<file path="src/rtl/controller_pkg.sv">
// Shared constants and types for the controller receive/transmit datapath.
// Default-rate localparams plus a helper so parameterised blocks derive the same values.
package controller_pkg;

    localparam int CLK_FREQ_DEF   = 50000000;
    localparam int BIT_RATE_DEF   = 115200;
    localparam int CYCLES_PER_BIT = CLK_FREQ_DEF / BIT_RATE_DEF;
    localparam int TIMEOUT_CYCLES = 4 * 10 * CYCLES_PER_BIT;
    localparam int WORD_W         = 32;

    typedef logic [WORD_W-1:0] word_t;

    // Inter-byte timeout in clock cycles: tmo_bytes UART frames of 10 bits each.
    function automatic int calc_timeout(input int clk_freq, input int bit_rate, input int tmo_bytes);
        return tmo_bytes * 10 * (clk_freq / bit_rate);
    endfunction

endpackage

</file>
<file path="src/rtl/sync_fifo.sv">
// Show-ahead synchronous FIFO: data_o presents the head entry (0 when empty).
// Full/empty are derived from the occupancy count; pointers wrap modulo DEPTH.
module sync_fifo #(
    parameter int WIDTH = 32,
    parameter int DEPTH = 8
) (
    input  logic                     clk,
    input  logic                     rst_n,
    input  logic                     clr_i,
    input  logic                     push_i,
    input  logic [WIDTH-1:0]         data_i,
    input  logic                     pop_i,
    output logic [WIDTH-1:0]         data_o,
    output logic                     full_o,
    output logic                     empty_o,
    output logic [$clog2(DEPTH):0]   count_o
);

    localparam int PTR_W = $clog2(DEPTH);
    localparam int CNT_W = PTR_W + 1;

    logic [WIDTH-1:0] mem_q [DEPTH];
    logic [PTR_W-1:0] wr_ptr_q, wr_ptr_d;
    logic [PTR_W-1:0] rd_ptr_q, rd_ptr_d;
    logic [CNT_W-1:0] count_q, count_d;
    logic             empty_s, full_s;
    logic             pop_eff_s, push_eff_s;

    assign empty_s    = (count_q == '0);
    assign full_s     = (count_q == CNT_W'(DEPTH));
    // A pop on an empty FIFO is ignored; a push into a full FIFO only lands if a pop frees a slot.
    assign pop_eff_s  = pop_i & ~empty_s;
    assign push_eff_s = push_i & (~full_s | pop_eff_s);

    assign data_o  = empty_s ? '0 : mem_q[rd_ptr_q];
    assign full_o  = full_s;
    assign empty_o = empty_s;
    assign count_o = count_q;

    // Next-state for pointers and occupancy.
    always_comb begin
        wr_ptr_d = wr_ptr_q;
        rd_ptr_d = rd_ptr_q;
        count_d  = count_q;
        if (clr_i) begin
            wr_ptr_d = '0;
            rd_ptr_d = '0;
            count_d  = '0;
        end else begin
            if (push_eff_s) begin
                wr_ptr_d = wr_ptr_q + PTR_W'(1);
            end else begin
                wr_ptr_d = wr_ptr_q;
            end
            if (pop_eff_s) begin
                rd_ptr_d = rd_ptr_q + PTR_W'(1);
            end else begin
                rd_ptr_d = rd_ptr_q;
            end
            case ({push_eff_s, pop_eff_s})
                2'b10:   count_d = count_q + CNT_W'(1);
                2'b01:   count_d = count_q - CNT_W'(1);
                default: count_d = count_q;
            endcase
        end
    end

    // Pointer and occupancy registers.
    always_ff @(posedge clk or negedge rst_n) begin
        if (!rst_n) begin
            wr_ptr_q <= '0;
            rd_ptr_q <= '0;
            count_q  <= '0;
        end else begin
            wr_ptr_q <= wr_ptr_d;
            rd_ptr_q <= rd_ptr_d;
            count_q  <= count_d;
        end
    end

    // Storage array; contents need no reset since data_o is masked while empty.
    always_ff @(posedge clk) begin
        if (push_eff_s && !clr_i) begin
            mem_q[wr_ptr_q] <= data_i;
        end
    end

endmodule

</file>
<file path="src/rtl/uart_word_assembler.sv">
// Packs UART bytes MSB-first into words and queues them for the command decoder.
// An inter-byte timeout throws away partial words so later commands stay aligned.
module uart_word_assembler
    import controller_pkg::*;
#(
    parameter int CLK_FREQ      = 50000000,
    parameter int BIT_RATE      = 115200,
    parameter int PAYLOAD_BITS  = 8,
    parameter int WORD_SIZE_BY  = 4,
    parameter int BUFFER_SIZE   = 8,
    parameter int TIMEOUT_BYTES = 4
) (
    input  logic                                   clk,
    input  logic                                   rst_n,
    input  logic                                   byte_valid_i,
    input  logic [PAYLOAD_BITS-1:0]                byte_data_i,
    input  logic                                   flush_i,
    output logic [WORD_SIZE_BY*PAYLOAD_BITS-1:0]   word_o,
    output logic                                   word_valid_o,
    input  logic                                   word_ready_i,
    output logic [$clog2(BUFFER_SIZE):0]           fifo_count_o,
    output logic                                   fifo_full_o,
    output logic                                   overflow_o,
    output logic                                   timeout_o
);

    localparam int W       = WORD_SIZE_BY * PAYLOAD_BITS;
    localparam int IDX_W   = (WORD_SIZE_BY > 1) ? $clog2(WORD_SIZE_BY) : 1;
    localparam int TMO_CYC = calc_timeout(CLK_FREQ, BIT_RATE, TIMEOUT_BYTES);
    localparam int TMO_W   = $clog2(TMO_CYC + 1);

    logic [IDX_W-1:0] idx_q, idx_d;
    logic [W-1:0]     shreg_q, shreg_d;
    logic [TMO_W-1:0] tmo_cnt_q, tmo_cnt_d;
    logic             timeout_q, timeout_d;
    logic             overflow_q, overflow_d;
    logic [W-1:0]     shifted_s;
    logic             last_byte_s;
    logic             push_s;
    logic             fifo_full_s, fifo_empty_s;

    // Earlier bytes move up one slot per new byte, so the first byte ends in the top slot.
    assign shifted_s   = (shreg_q << PAYLOAD_BITS) | W'(byte_data_i);
    assign last_byte_s = (idx_q == IDX_W'(WORD_SIZE_BY - 1));

    // Assembler, timeout and overflow next-state; flush overrides any byte in the same cycle.
    always_comb begin
        idx_d      = idx_q;
        shreg_d    = shreg_q;
        tmo_cnt_d  = tmo_cnt_q;
        timeout_d  = 1'b0;
        overflow_d = overflow_q;
        push_s     = 1'b0;
        if (flush_i) begin
            idx_d      = '0;
            shreg_d    = '0;
            tmo_cnt_d  = '0;
            overflow_d = 1'b0;
        end else if (byte_valid_i) begin
            tmo_cnt_d = '0;
            if (last_byte_s) begin
                push_s  = 1'b1;
                idx_d   = '0;
                shreg_d = '0;
                if (fifo_full_s && !word_ready_i) begin
                    overflow_d = 1'b1;
                end else begin
                    overflow_d = overflow_q;
                end
            end else begin
                idx_d   = idx_q + IDX_W'(1);
                shreg_d = shifted_s;
            end
        end else if (idx_q != '0) begin
            if (tmo_cnt_q == TMO_W'(TMO_CYC - 1)) begin
                idx_d     = '0;
                shreg_d   = '0;
                tmo_cnt_d = '0;
                timeout_d = 1'b1;
            end else begin
                tmo_cnt_d = tmo_cnt_q + TMO_W'(1);
            end
        end else begin
            tmo_cnt_d = '0;
        end
    end

    // Assembler state and status flag registers.
    always_ff @(posedge clk or negedge rst_n) begin
        if (!rst_n) begin
            idx_q      <= '0;
            shreg_q    <= '0;
            tmo_cnt_q  <= '0;
            timeout_q  <= 1'b0;
            overflow_q <= 1'b0;
        end else begin
            idx_q      <= idx_d;
            shreg_q    <= shreg_d;
            tmo_cnt_q  <= tmo_cnt_d;
            timeout_q  <= timeout_d;
            overflow_q <= overflow_d;
        end
    end

    sync_fifo #(
        .WIDTH (W),
        .DEPTH (BUFFER_SIZE)
    ) u_fifo (
        .clk     (clk),
        .rst_n   (rst_n),
        .clr_i   (flush_i),
        .push_i  (push_s),
        .data_i  (shifted_s),
        .pop_i   (word_ready_i & ~flush_i),
        .data_o  (word_o),
        .full_o  (fifo_full_s),
        .empty_o (fifo_empty_s),
        .count_o (fifo_count_o)
    );

    assign word_valid_o = ~fifo_empty_s;
    assign fifo_full_o  = fifo_full_s;
    assign overflow_o   = overflow_q;
    assign timeout_o    = timeout_q;

endmodule
</file>
<file path="config.mk">
export PLATFORM = sky130hd
export DESIGN_NAME = uart_word_assembler
export DESIGN_NICKNAME = d
export VERILOG_FILES = /design/src/rtl/controller_pkg.sv /design/src/rtl/sync_fifo.sv /design/src/rtl/uart_word_assembler.sv
export SDC_FILE = /design/constraint.sdc
export NUM_CORES = 1
export LEC_CHECK = 0
export ABC_AREA = 1
export CORE_MARGIN = 1
export CORE_UTILIZATION = 55
export CTS_CLUSTER_DIAMETER = 100
export CTS_CLUSTER_SIZE = 24
export DETAILED_ROUTE_END_ITERATION = 12
export PLACE_DENSITY = 0.7
export SYNTH_ARGS = -nofsm -noshare
export SYNTH_HDL_FRONTEND = slang
export SYNTH_SLANG_ARGS = --single-unit
</file>
<file path="constraint.sdc">
create_clock -name clk -period 3.5 [get_ports clk]
set_input_delay 0.7 -clock clk [delete_from_list [all_inputs] [get_ports clk]]
set_output_delay 0.7 -clock clk [all_outputs]
set_load 0.05 [all_outputs]
</file>
=== Yosys cells after proc, flatten, opt, wreduce, memory -nomap -nowiden ===
Memories as Yosys holds them, arrays and structs flattened.
Index checks and enable logic that the tools add are counted.

* Flip-flop bits (word level): 53
* Memory bits (writable): 256
* Input bits: 13
* Output and inout bits: 40
* Word-level logic and storage cells: 78
* Memories: 1

{| class="wikitable"
|+ Memory list
! memory !! words !! bits a word !! read ports !! clocked after Yosys merged registers in !! wr ports !! RTL line !! source
|-
| u_fifo.mem_q || 8 || 32 || 1 || 0 || 1 || sync_fifo.sv:22 || <nowiki>logic [WIDTH-1:0] mem_q [DEPTH];</nowiki>
|}

* Add/sub/neg operators: 6
* Equal/unequal tests: 5
* Mux-type cells: 34
* Bitwise gates (word level): 8
* Reductions and logical operators: 16

{| class="wikitable"
|+ Operators by type and width
! cell !! count
|-
| $mux 24 || 5
|-
| $mux 15 || 4
|-
| $mux 32 || 1
|-
| $or 32x8->32 || 1
|-
| $add 15x1->15 const B || 1
|-
| $eq 15x15->1 const B || 1
|-
| $mux 1 || 13
|-
| $mux 3 || 4
|-
| $reduce_bool 2->1 || 6
|-
| $mux 2 || 5
|-
| $reduce_bool 3->1 || 3
|-
| $pmux 4 s2 || 1
|-
| $add 3x1->3 const B || 2
|-
| $add 4x1->4 const B || 1
|-
| $eq 2x2->1 const B || 2
|-
| $eq 4x4->1 const B || 1
|-
| $logic_not 4->1 || 1
|-
| $mux 4 || 1
|-
| $sub 4x1->4 const B || 1
|-
| $and 1x1->1 || 3
|-
| $not 1->1 || 3
|-
| $reduce_and 3->1 || 1
|-
| $add 2x1->2 const B || 1
|-
| $eq 2x1->1 const B || 1
|-
| 4 further kinds || 6
|}

=== Logic depth before layout (Yosys ltp) ===
Gate-level depths: netlist of run 1.

* Depth after elaboration: 8
* Mapped depth: 13
* Gate-level depth less buffers: 13

=== By module ===
A second synthesis of run 1 with hierarchy kept.

* Cell total of the unflattened synthesis: 1095
* Area, all modules: 12869.8 um^2

{| class="wikitable"
|+ Modules (own cells, without submodules)
! module !! instances !! cells each !! area an instance (um^2) !! seq. area each (um^2)
|-
| sync_fifo || 1 || 854 || 10686.5 || 7937.6
|-
| uart_word_assembler || 1 || 241 || 2183.3 || 1076.0
|}

=== Least setup slack after synthesis of run 1 ===
OpenSTA, ideal clock, no wires.

* Kind: register -> register
* Start point: register u_fifo.count_q[1] (netlist: u_fifo.count_o[1])
* End point: memory u_fifo.mem_q[0][0], enable pin
* Library setup time: 421 ps
* Arrival time: 2922 ps
* Required time: 3079 ps
* Path slack: 157 ps
* Stages on the path, launching flop included: 9
* Buffers on the path: 0
* Clock period less this slack: 3343 ps
* Path through: dfrtp_1 nor2_1 nand2_1 inv_1 nand2_1 nand2_1 inv_2 nand2_1 nor2_1

* Elaborated cells on any way between the ends: 10
* Those cells by class: eq/ne: 1; mux: 2; bitwise: 5; reduce/logical: 2

{| class="wikitable"
|+ RTL lines
! what !! RTL line !! source
|-
| start: declaration || sync_fifo.sv:25 || <nowiki>logic [CNT_W-1:0] count_q, count_d;</nowiki>
|-
| start signal: assignment || sync_fifo.sv:77 || <nowiki>count_q <= count_d;</nowiki>
|-
| $eq 4x4->1 || sync_fifo.sv:30 || <nowiki>assign full_s = (count_q == CNT_W'(DEPTH));</nowiki>
|-
| net fifo_full_o || uart_word_assembler.sv:22 || <nowiki>output logic fifo_full_o,</nowiki>
|-
| $not 1->1 || sync_fifo.sv:33 || <nowiki>assign push_eff_s = push_i & (~full_s | pop_eff_s);</nowiki>
|-
| $or 1x1->1 || sync_fifo.sv:33 ||
|-
| $and 1x1->1 || sync_fifo.sv:33 ||
|-
| $logic_and 1x1->1 || sync_fifo.sv:83 || <nowiki>if (push_eff_s && !clr_i) begin</nowiki>
|-
| $mux 1 || sync_fifo.sv:83 ||
|-
| $mux 1 (implied by the code) || sync_fifo.sv:84 || <nowiki>mem_q[wr_ptr_q] <= data_i;</nowiki>
|-
| end: declaration || sync_fifo.sv:22 ||
|}

The timed path passes the listed nets, and every way through them passes these cells.

=== Final worst setup path of run 1 ===
* Start point: register u_fifo.rd_ptr_q[0]
* End point: output port word_o[27]

* Word-level cells in the longest chain between the ends: 2

{| class="wikitable"
|+ RTL lines
! what !! RTL line !! source
|-
| start: declaration || sync_fifo.sv:24 || <nowiki>logic [PTR_W-1:0] rd_ptr_q, rd_ptr_d;</nowiki>
|-
| start signal: assignment || sync_fifo.sv:76 || <nowiki>rd_ptr_q <= rd_ptr_d;</nowiki>
|-
| $mem_v2 8x32 || -- ||
|-
| $mux 32 || sync_fifo.sv:35 || <nowiki>assign data_o = empty_s ? '0 : mem_q[rd_ptr_q];</nowiki>
|-
| end: declaration || uart_word_assembler.sv:18 || <nowiki>output logic [WORD_SIZE_BY*PAYLOAD_BITS-1:0] word_o,</nowiki>
|}

No other way between the ends.

==> impl.org, run 1 <==
** STA
- Sum Neg Setup Slack :: 0 ns
- Number of endpoints failing setup at the final stage :: 0
- For the pin with the worst max-slew slack, the measured transition is 0.889 ns.
- Maximum clock rate :: 315 MHz
- Clock skew on the completed layout was measured at 0.0210 ns.
- Headroom to the max-slew limit :: between 40 and 50%
- Final count of hold timing violations :: 0
- Dividing the final minimum period by the clock period gives 90.7%.
- Min Clock Period, post-route :: 3.17 ns
- Max-slew violations :: 0
- Unrepaired setup endpoints after global routing :: false

** Clock tree
- Clock-pin slew was measured on the worst setup and hold paths at 0.09 ns.
- Root buffer cell :: clkbuf_16
- The number of gates resized after CTS was 0.
- TritonCTS clock tree :: built
- The longest clock path from root to sink contains 3 buffers.
- Number of H-tree levels :: 1
- CTS buffer count :: 16
- The later pin in the worst-skew pair is clocked with a latency of 0.51 ns.
- Number of buffers inserted for hold repair after clock tree synthesis :: 0
- Clock tree synthesis found a total of approximately 300 sinks.
- After clock tree synthesis, the setup repair step added 0 buffers.

** GRT
- The first global-routing pass estimated 41900 um of wire.
- Overflow after GRT :: 0
- In the global route stage, met3 resource usage came out at 2.65%.
- For this run, the total global-route usage over all layers was measured as 22.8%.
- GR met2 Demand/Resource :: 38.1%
- Antenna violations before repair :: 0
- Met1 track demand over resource :: 31.7%
- Pin count of the biggest net entering global routing :: 69
- The via count of the first global-routing pass was 7864.
- Busiest layer in global routing :: met2

** Routing
- Drt via density :: 5.65
- Summed over all layers, the routed wires come to 26400 um.
- In this run the remaining antenna-violating nets after routing total 0.
- Average wire length per cell after detail routing :: 18.3 um
- Total vias in the final route :: 8164
- Pre-Repair DR Iteration Count :: 5
- Initial DRC Count :: 840
- In the routed design, unresolved DRC markers number 0.

** Finish
- Multi-input gate area :: ~3300 um^2
- Commonest cells after routing, fill and taps aside :: 286 x nor2_1, 256 x edfxtp_1, 178 x o21ai_0
- Summing all non-filler instances in the final layout gives an area of between 10000 and 15000 um^2.
- 0 antenna diodes ended up in the layout.
- The library cell used most frequently in the layout, excluding fill and tap cells, is nor2_1.
- From synthesis to final layout, the design area changed by 10.2%.
- The count of cells in the finished layout, fillers not included, comes to 1444.
- Reg area :: between 9000 and 10000 um^2
- Layout Nets :: 1170
- In the final layout, the share of cells above drive strength 1 is between 8 and 9%.
- After filler insertion, the fill cell instance count of the layout stands at 1749.
- Utilization of the core after routing :: 61.8%

** Power
- Clock Power Share :: 32.9%
- For this design the ratio of total power to cell area is 441 nW/um^2.
- For this design the total switching power over the nets is 0.00123 W.
- The internal portion of the total power is a little under 0.005 W.
- Flop pwr share :: 65.1%
- Relative contribution of combinational cells to total power :: 2.0%
- Summed over all cells, the static leakage comes to 5.14 nW.
- Largest voltage drop on the vdd net :: 0.000312 V
- Switching part of the total power :: 20.0%

** Die
- The floorplan step defined a core boundary enclosing 22600 um^2.
- Horizontal die dimension :: 154 um
- In this run the vertical extent of the chip is between 150 and 200 um.
- Number of top-level pins :: 53
- Floorplan die area :: 23700 um^2
- Once the floorplan was initialized, standard cells occupied 56.1% of the core.
- The floorplan has 55 rows.

** Placement
- Final estimated routing congestion in global placement :: 0.782
- After detailed placement, the total cell area comes to roughly 14000 um^2.
- Input and output buffers added on the ports amount to 52.
- Hpwl dp :: 15400 um
- The number of placed instances, taps included, is 1416.

** Critical path
- Arrival time of the worst setup path :: 2.47 ns
- CP Capture Type :: primary output
- The number of cells on the worst reg-to-reg path is 9.
- Max FO, Critical Path :: 66
- Setup slack on the worst reg-to-reg path comes out at 0.94 ns.
- Reg2Reg Launch Point :: u_fifo.count_o[0]
- STA puts the critical path data required time at 2.80 ns.
- The worst register-to-register path ends at u_fifo.mem_q[0][16].
- Startpoint types :: flop
- Critical setup path kind :: flop to primary output

** Synthesis
- For this run, the leading register cell type out of synthesis is edfxtp_1.
- After synthesis the netlist holds a flip-flop and latch count of 309.
- A synthesized cell averages between 10 and 15 um^2.
- Top area cells in the synthesized netlist :: edfxtp_1 61%, dfrtp_1 10%, nor2_1 8.7%
- Counting every instance in the synthesized netlist gives 1113.
- Fraction of synthesized cell area taken by the top area cell type :: 60.6%
- Cell type with the highest aggregate area in the netlist :: edfxtp_1
- In the synthesized netlist the async set-or-reset flop fraction comes to 17.2%.
- Number of warning messages in the yosys log :: 0
- Post-synth design cell area :: between 10000 and 15000 um^2
- In this run, synthesis inferred between 200 and 300 flip-flops with an integrated enable.
- Summing the sequential cell areas from Yosys gives between 70% and 80% of the chip area.
- Synth Net Count :: 1134
- Number of distinct library cells after synthesis :: 35

** Run
- Number of max-cap violations :: 0

** Hold path
- Hold Path Class :: input pin to asynchronous set/reset pin

** Run status
- The flow ran to the end, and the final reports show no timing, DRC or antenna violations.
-- area by class of cell --
| class | count | area share, % |
|---|---|---|
| clock buffers | 27 | 3.31 |
| clock inverters | 1 | 0.0358 |
| inverters | 33 | 0.895 |
| multi-input cells | 713 | 23.5 |
| flip-flops and latches | 309 | 64.5 |
| well taps | 285 | 2.55 |
| repair buffers | 76 | 5.21 |
-- synthesized netlist by cell type (3+ instances only) --
| cell type | n |
|---|---|
| nor2_2 | 3 |
| clkbuf_1 | 21 |
| inv_1 | 29 |
| clkbuf_2 | 5 |
| buf_1 | 4 |
| nor2_1 | 294 |
| nor3_1 | 5 |
| dfrtp_1 | 53 |
| xor2_1 | 4 |
| inv_2 | 4 |
| edfxtp_1 | 256 |
| nand2_1 | 106 |
| buf_4 | 6 |
| o21ai_1 | 53 |
| o21ai_0 | 178 |
| buf_6 | 5 |
| nand3_1 | 42 |
| buf_2 | 15 |
| ha_1 | 7 |
-- flip-flops by register name (all words and copies together), names as in the netlist --
register         count
u_fifo.rd_ptr_q      3
u_fifo.mem_q       256
u_fifo.count_o       4
shreg_q             24
u_fifo.wr_ptr_q      3
overflow_o           1
timeout_o            1
tmo_cnt_q           15
idx_q                2
-- worst max-delay path by stage --
stage               slack [ns]  cells after the start          startpoint                   to
detailed placement        0.49                      9             flush_i   u_fifo.mem_q[0][4]
floorplan                 0.16                      8   u_fifo.count_o[1]   u_fifo.mem_q[0][0]
global route              0.13                      7  u_fifo.rd_ptr_q[0]            word_o[0]
CTS                       0.30                      7  u_fifo.rd_ptr_q[0]            word_o[5]
global placement          0.53                      9             flush_i  u_fifo.mem_q[0][29]
finish                    0.33                      6  u_fifo.rd_ptr_q[0]           word_o[27]
-- power by group through the flow --
stage / logic (W) / clock network (W) / registers (W)
detailed placement: 0.000125 / 0 / 0.00410
floorplan: 0.0000628 / 0 / 0.00408
CTS: 0.000125 / 0.00205 / 0.00401
global route: 0.000139 / 0.00218 / 0.00402
global placement: 0.000123 / 0 / 0.00410
finish: 0.000123 / 0.00203 / 0.00402
-- worst max-delay path, stage by stage (launching register included) --
cell and delay (ns):
dfrtp_4 0.71, buf_12 0.32, o21ai_0 0.15, o21ai_0 0.17, o21ai_0 0.09, nor2_1 0.23, buf_4 0.26
-- routing by layer --
| metal | up-vias | share of wire [%] |
|---|---|---|
| met3 | 49 | 4.9 |
| met4 | 0 | 2.6 |
| li1 | 3907 | - |
| met2 | 226 | 48 |
| met5 | - | 0 |
| met1 | 3982 | 44 |
-- through the flow --
step                      hold slack (ns)  setup slack [ns]  power, W
after floorplan                     0.404             0.157   0.00414
after global placement              0.449             0.534   0.00422
after detailed placement            0.465             0.485   0.00422
after CTS                           0.331             0.298   0.00619
after global routing                0.383             0.125   0.00634
final                               0.314             0.327   0.00617
-- kinds of logic after synthesis --
group	share of synthesized area [%]
flip-flops	71.0
AND/OR/NAND/NOR	14.6
buffers and inverters	3.58
XOR/XNOR	0.414
adder cells (fa/ha/maj)	0.848
AO/OA/AOI/OAI	9.55
Power figures use the tool's default switching activity.
==> run 2, diff against run 1 <==
--- a/config.mk
+++ b/config.mk
@@ -5,7 +5,7 @@
 export SDC_FILE = /design/constraint.sdc
 export NUM_CORES = 1
 export LEC_CHECK = 0
-export ABC_AREA = 1
+export CAP_MARGIN = 20
 export CORE_MARGIN = 1
 export CORE_UTILIZATION = 55
 export CTS_CLUSTER_DIAMETER = 100
==> impl.org, run 2 <==
** Critical path
- The largest single stage delay on the critical path is between 0.7 and 0.8 ns.
- In this run the worst path has a maximum fanout of 13.
- Register-to-register setup slack :: 0.42 ns
- CP Capture Type :: primary output
- Arrival time of the worst setup path :: 2.71 ns
- The signal on the critical path passes through buf_4 -> mux4_2 -> mux2i_1 -> nor2_1 -> clkdlybuf4s50_1.
- The worst setup path is of the flop to primary output kind.
- Number of buffer and inverter stages on the critical path :: 2
- On the critical path the largest part of the delay comes from buffers and inverters.
- For the worst setup path, the data required time is between 2 and 3 ns.
- On the critical path, the stage with the largest delay is an instance of clkdlybuf4s50_1.
- The worst setup path is launched from a flop.

** Finish
- Leaving out fill and tap cells, the most frequent cell in the layout is edfxtp_1.
- More flip-flops sit in one register than any other, and that register is u_fifo.mem_q.
- In the layout the commonest cells are 256 x edfxtp_1, 64 x mux4_2, 60 x nor2_1.
- In the final layout, the registers with the most flip-flops are u_fifo.mem_q x256, shreg_q x24, tmo_cnt_q x15.
- The post-route netlist has 22.8% of its cells at a drive strength greater than 1.
- Flip-flop count of the largest register after layout :: 256
- Post-route cell area :: 13800 um^2
- Synthesis-to-layout area growth :: 13.6%
- Layout Nets :: 734
- Total inserted antenna cells :: 0
- At the end of the flow the core is filled with cells to 63.4%.

** Routing
- Average wire length per cell after detail routing :: between 20 and 25 um
- Final antenna-violating net count :: 0
- Using the TritonRoute via totals, the vias-per-cell ratio works out to 6.00.
- Total wire length :: 23200 um
- After the first detailed-routing iteration, the DRC count stood at 448.
- Across all layers, the routed design uses 6018 vias.
- # DRC :: 0
- For this run, the detailed router's first-pass iteration total came to 5.

** Synthesis
- In the synthesized netlist the async set-or-reset flop fraction comes to 17.2%.
- Summed over its instances, the top area cell type makes up approximately 63% of the synthesized netlist area.
- By area the synthesized netlist is led by edfxtp_1 63%, mux4_2 12%, dfrtp_1 11%.
- Most common cell in the netlist :: edfxtp_1
- Of all cell types, the one taking the most synthesized area is edfxtp_1.
- Number of distinct library cells after synthesis :: 45
- Yosys mapped a number of flops with a built-in enable equal to roughly 260.
- Sequential-to-total area share from yosys stat :: 74.2%
- Mapped Avg Cell Area :: 19.2 um^2
- Gate count after technology mapping :: 633
- The most used flip-flop cell after synthesis is edfxtp_1.
- Counting flops and latches in the post-synthesis netlist gives 309.
- The synthesized netlist occupies a cell area of 12200 um^2.
- By count the netlist is led by 256 x edfxtp_1, 66 x nor2_1, 64 x mux4_2.
- The Yosys step of the flow raised 0 warnings.
- The number of nets handed over by synthesis was 654.

** STA
- On the final layout, the worst clock skew is 0.00911 ns.
- Setup violations remaining at the end of the flow were counted as 0.
- Maximum clock rate :: 294 MHz
- Fin crit share :: between 90% and 100%
- Measured against its own limit, the worst slew margin works out to around 31%.
- Sum Neg Setup Slack :: 0 ns
- The final-report hold violation count was 0.
- For the pin with the worst max-slew slack, the measured transition is 1.02 ns.
- Unrepaired setup endpoints after global routing :: false
- Min Clock Period, post-route :: 3.41 ns
- The count of pins over their slew limit is 0.

** Clock tree
- Clk sink count :: 309
- Clock Pin Slew Worst Setup and Hold Paths :: 0.09 ns
- The clock passes through at most 3 buffers.
- Clock Latency Late Sink :: about 0.5 ns
- Number of H-tree levels :: 1
- Root buffer cell :: clkbuf_16
- TritonCTS built the clock tree.
- CTS buffer count :: 16

** Power
- Pwr per Cell Area :: 678 nW/um^2
- Power after layout :: just over 0.009 W
- The analysis attributes to cell leakage a power of 4.55 nW.
- Largest voltage drop on the vdd net :: 0.000445 V

** GRT
- For this run, the total global-route usage over all layers was measured as 21.4%.
- Met1 track demand over resource :: 30.6%
- Antenna violations before repair :: 0
- GR met2 Demand/Resource :: about 36%
- Vias in the first global route :: 6257
- The first global-routing pass estimated 35800 um of wire.
- Busiest layer in global routing :: met2
- M3 GR Usage :: 2.52%
- Summed over all layers, the global routing overflow is 0.
- Pin count of the biggest net entering global routing :: 34

** Die
- In this run the standard cell core region covers between 20000 and 25000 um^2.
- Number of top-level pins :: between 50 and 60
- For this configuration, the core starts out at a cell density of 55.8%.
- Horizontal die dimension :: 151 um
- Floorplan die area :: 22700 um^2
- Number of standard-cell rows in the floorplan :: 54
- Chip Height :: 151 um

** Placement
- IO Port Bufs :: between 50 and 60
- Hpwl dp :: 14000 um
- In this run the cell area measured after placement is 13200 um^2.
- Final estimated routing congestion in global placement :: 0.813

** Run
- The tool flagged a number of max-cap violations equal to 0.

** Hold path
- The worst hold path belongs to the class input pin to asynchronous set/reset pin.

** Run status
- Result of the run :: completed
[run 2: repair_timing]
item	CTS	global route
hold buffers	0	0
resized for setup	10	0
buffers inserted	3	5
setup endpoints to repair	11	1
[run 2: final cells by class]
| type | instances | area [um^2] |
|---|---|---|
| multi-input cells | 285 | 3030 |
| well taps | 280 | 350 |
| inverters | 8 | 30.0 |
| flip-flops and latches | 309 | 9020 |
| clock buffers | 27 | 463 |
| clock inverters | 1 | 5.00 |
| repair buffers | 93 | 901 |
| fillers | 1484 | 7960 |
[run 2: worst paths after layout]
path	start	to	cells after the start
setup / recovery	u_fifo.rd_ptr_q[0]	word_o[23]	5
hold reg to reg	tmo_cnt_q[0]	tmo_cnt_q[0]	1
max in group asynchronous	rst_n	u_fifo.count_o[2]	2
min in group clk	tmo_cnt_q[0]	tmo_cnt_q[0]	1
hold / removal	rst_n	tmo_cnt_q[14]	1
setup reg to reg	u_fifo.count_o[0]	u_fifo.count_o[3]	7
[run 2: cells by family after synthesis]
logic type | after synthesis | share of synthesized area (%)
flip-flops | 309 | 74.2
XOR/XNOR | 18 | 1.30
multiplexers | 100 | 14.9
AND/OR/NAND/NOR | 117 | 4.43
adder cells (fa/ha/maj) | 8 | 0.886
AO/OA/AOI/OAI | 42 | 2.82
buffers and inverters | 39 | 1.52
[run 2: power breakdown]
| group | internal [W] | switching, W | total (W) |
|---|---|---|---|
| Sequential | 0.00401 | 0.000127 | 0.00414 |
| Combinational | 0.00123 | 0.00200 | 0.00323 |
| Clock | 0.000916 | 0.00107 | 0.00198 |
[run 2: layer usage]
metal	routed length, um	share of wire, %
met5	0	0
met4	395	1.7
met3	893	3.9
met2	11600	50
met1	10300	44
[run 2: through the flow]
stage / instances / hold WS, ns / setup slack [ns]
6_report: 1003 / 0.285 / 0.0945
5_1_grt: 1003 / 0.334 / 0.0206
4_1_cts: 997 / 0.304 / 0.0744
3_5_place_dp: 966 / 0.512 / 0.347
3_3_place_gp: 966 / 0.493 / 0.401
2_1_floorplan: 633 / 0.404 / 0.0552
==> run 3, diff against run 2 <==
--- a/config.mk
+++ b/config.mk
@@ -8,7 +8,6 @@
 export CAP_MARGIN = 20
 export CORE_MARGIN = 1
 export CORE_UTILIZATION = 55
-export CTS_CLUSTER_DIAMETER = 100
 export CTS_CLUSTER_SIZE = 24
 export DETAILED_ROUTE_END_ITERATION = 12
 export PLACE_DENSITY = 0.7
==> impl.org, run 3 (synthesized netlist as in run 2, its figures left out) <==
** Critical path
- For the worst flop-to-flop path, the logic depth is 7.
- Reg2Reg Launch Point :: u_fifo.count_o[0]
- End of the worst register-to-register path :: u_fifo.count_o[3]
- Critical setup path kind :: flop to primary output
- CP Capture Type :: primary output
- Tracing the worst setup path back leads to its startpoint at u_fifo.count_o[1].
- Startpoint types :: flop
- For flop-to-flop paths, the worst setup slack is ~0.40 ns.
- Worst EP required :: roughly 2.8 ns
- For the worst setup path, the data arrival time is about 2.7 ns.
- Max FO, Critical Path :: 9

** Finish
- Ratio of cells with drive above 1 in the final layout :: 25.7%
- Most flop-heavy register :: u_fifo.mem_q
- The largest registers in the layout are u_fifo.mem_q x256, shreg_q x24, tmo_cnt_q x15.
- Total inserted antenna cells :: 0
- Commonest cells after routing, fill and taps aside :: 256 x edfxtp_1, 64 x mux4_2, 60 x nor2_1
- Relative to the synthesized area, the layout overhead comes to 17.5%.
- The register with the most flip-flops in the layout has 256 of them.
- Fillers :: roughly 1400
- Layout Nets :: 741
- Post-route cell area :: 14300 um^2
- The library cell used most frequently in the layout, excluding fill and tap cells, is edfxtp_1.
- In the final layout, flip-flops and latches occupy about 9000 um^2.
- Multi-input gate area :: 3030 um^2

** Clock tree
- TritonCTS clock tree :: built
- Buffers inserted during clock tree synthesis total 29.
- Number of H-tree levels :: 1
- Clock Path Buffers :: 3
- For this design, the CTS-stage hold fixing added 0 buffers.
- Clock tree synthesis found a total of ~310 sinks.
- Root buffer cell :: clkbuf_16
- Clock Latency Late Sink :: 0.54 ns
- Clock Pin Slew Worst Setup and Hold Paths :: 0.06 ns

** GRT
- Combined global-route utilization of all metal layers :: between 20% and 30%
- Entering global routing, the biggest net connects 34 pins.
- The first global-routing pass estimated 36700 um of wire.
- Vias in the first global route :: 6428
- Antenna violations before repair :: 0
- Summed over all layers, the global routing overflow is 0.

** STA
- Number of endpoints failing setup at the final stage :: 0
- Worst-margin pin slew :: 1.03 ns
- The final-report hold violation count was 0.
- Clock tree skew after final layout :: 0.0148 ns
- Measured against its own limit, the worst slew margin works out to 30.5%.
- Sum Neg Setup Slack :: 0 ns
- Unrepaired setup endpoints after global routing :: false
- The count of pins over their slew limit came to 0.
- For the finished layout, the period the worst path requires is 3.44 ns.
- The final critical path takes up 98.3% of the cycle.
- Maximum clock rate :: 291 MHz
- Post-route worst hold slack :: 0.247 ns

** Placement
- The HPWL after detailed placement is between 10000 and 15000 um.
- Port buffering added 52 buffers.
- Post-placement cell area :: 13200 um^2
- Routability-driven placement finished with a final weighted congestion of 0.813.

** Power
- IR analysis of the VDD net gives a maximum drop of 0.000455 V.
- The analysis attributes to cell leakage a power of 4.80 nW.
- Power spread over the standard cell area amounts to 737 nW/um^2.

** Routing
- In the routed design, unresolved DRC markers number 0.
- Average wire length per cell after detail routing :: 22.9 um
- Drt via density :: 6.01
- Initial DRC Count :: 475
- Detailed routing inserted a total of a little over 6000 vias.
- Final antenna-violating net count :: 0
- Pre-Repair DR Iteration Count :: 7
- For this block, the routed nets add up to between 20000 and 25000 um of wire.

** Run
- Number of max-cap violations :: 0

** Die
- Floorplan die area :: approximately 23000 um^2
- Area of the core :: 21800 um^2
- Horizontal die dimension :: 151 um
- The floorplan has 54 rows.
- Effective utilization at floorplan :: 55.8%
- Pin placement for this block handled 53 I/O pins.
- Chip Height :: 151 um

** Run status
- Result of the run :: completed

** Hold path
- Hold Path Class :: input pin to asynchronous set/reset pin
## run 3: critical path, stage by stage (launching register included)
cell	delay, ns
dfrtp_1	0.50
or4b_2	0.78
inv_1	0.12
clkdlybuf4s50_1	0.80
## run 3: power by group
part	internal, W	switching (W)
clock	0.00189	0.00131
combinational	0.00119	0.00199
sequential	0.00402	0.000132
## run 3: area by class of cell
type	instances	area share, %
clock buffer	35	5.45
clock inverter	19	1.52
tap	280	2.45
multi-input combinational	285	21.2
timing repair buffer	87	5.97
sequential	309	63.2
inverter	8	0.210
## run 3: layer usage
layer	global-route usage, %	share of wire [%]	wire length, um	vias to the layer above
met5	0	0	0	-
li1	-	-	-	2696
met4	5.60	1.5	362	0
met2	36.2	50	11600	204
met3	3.12	5.2	1220	35
met1	31.2	44	10200	3212
## run 3: worst max path at each step
| stage | endpoint | slack [ns] | cells past startpoint |
|---|---|---|---|
| after floorplan | u_fifo.mem_q[4][0] | 0.06 | 5 |
| after global placement | word_o[1] | 0.40 | 5 |
| after detailed placement | u_fifo.count_o[3] | 0.35 | 8 |
| after CTS | fifo_full_o | 0.05 | 3 |
| after global routing | fifo_full_o | 0.005 | 3 |
| final | fifo_full_o | 0.06 | 3 |
## run 3: timing repair
action,in CTS,in global routing
endpoints found under the setup margin,14,2
buffers inserted,2,0
gates resized for setup,10,3
## run 3: through the flow
stage / cells / util, % / setup slack [ns] / total power, W
floorplan: 633 / - / 0.0552 / 0.00644
global placement: 966 / 60.9 / 0.401 / 0.00742
global route: 1023 / 65.6 / 0.00493 / 0.0109
CTS: 1022 / 65.5 / 0.0516 / 0.0106
finish: 1023 / 65.6 / 0.0598 / 0.0105
detailed placement: 966 / 60.9 / 0.347 / 0.00746
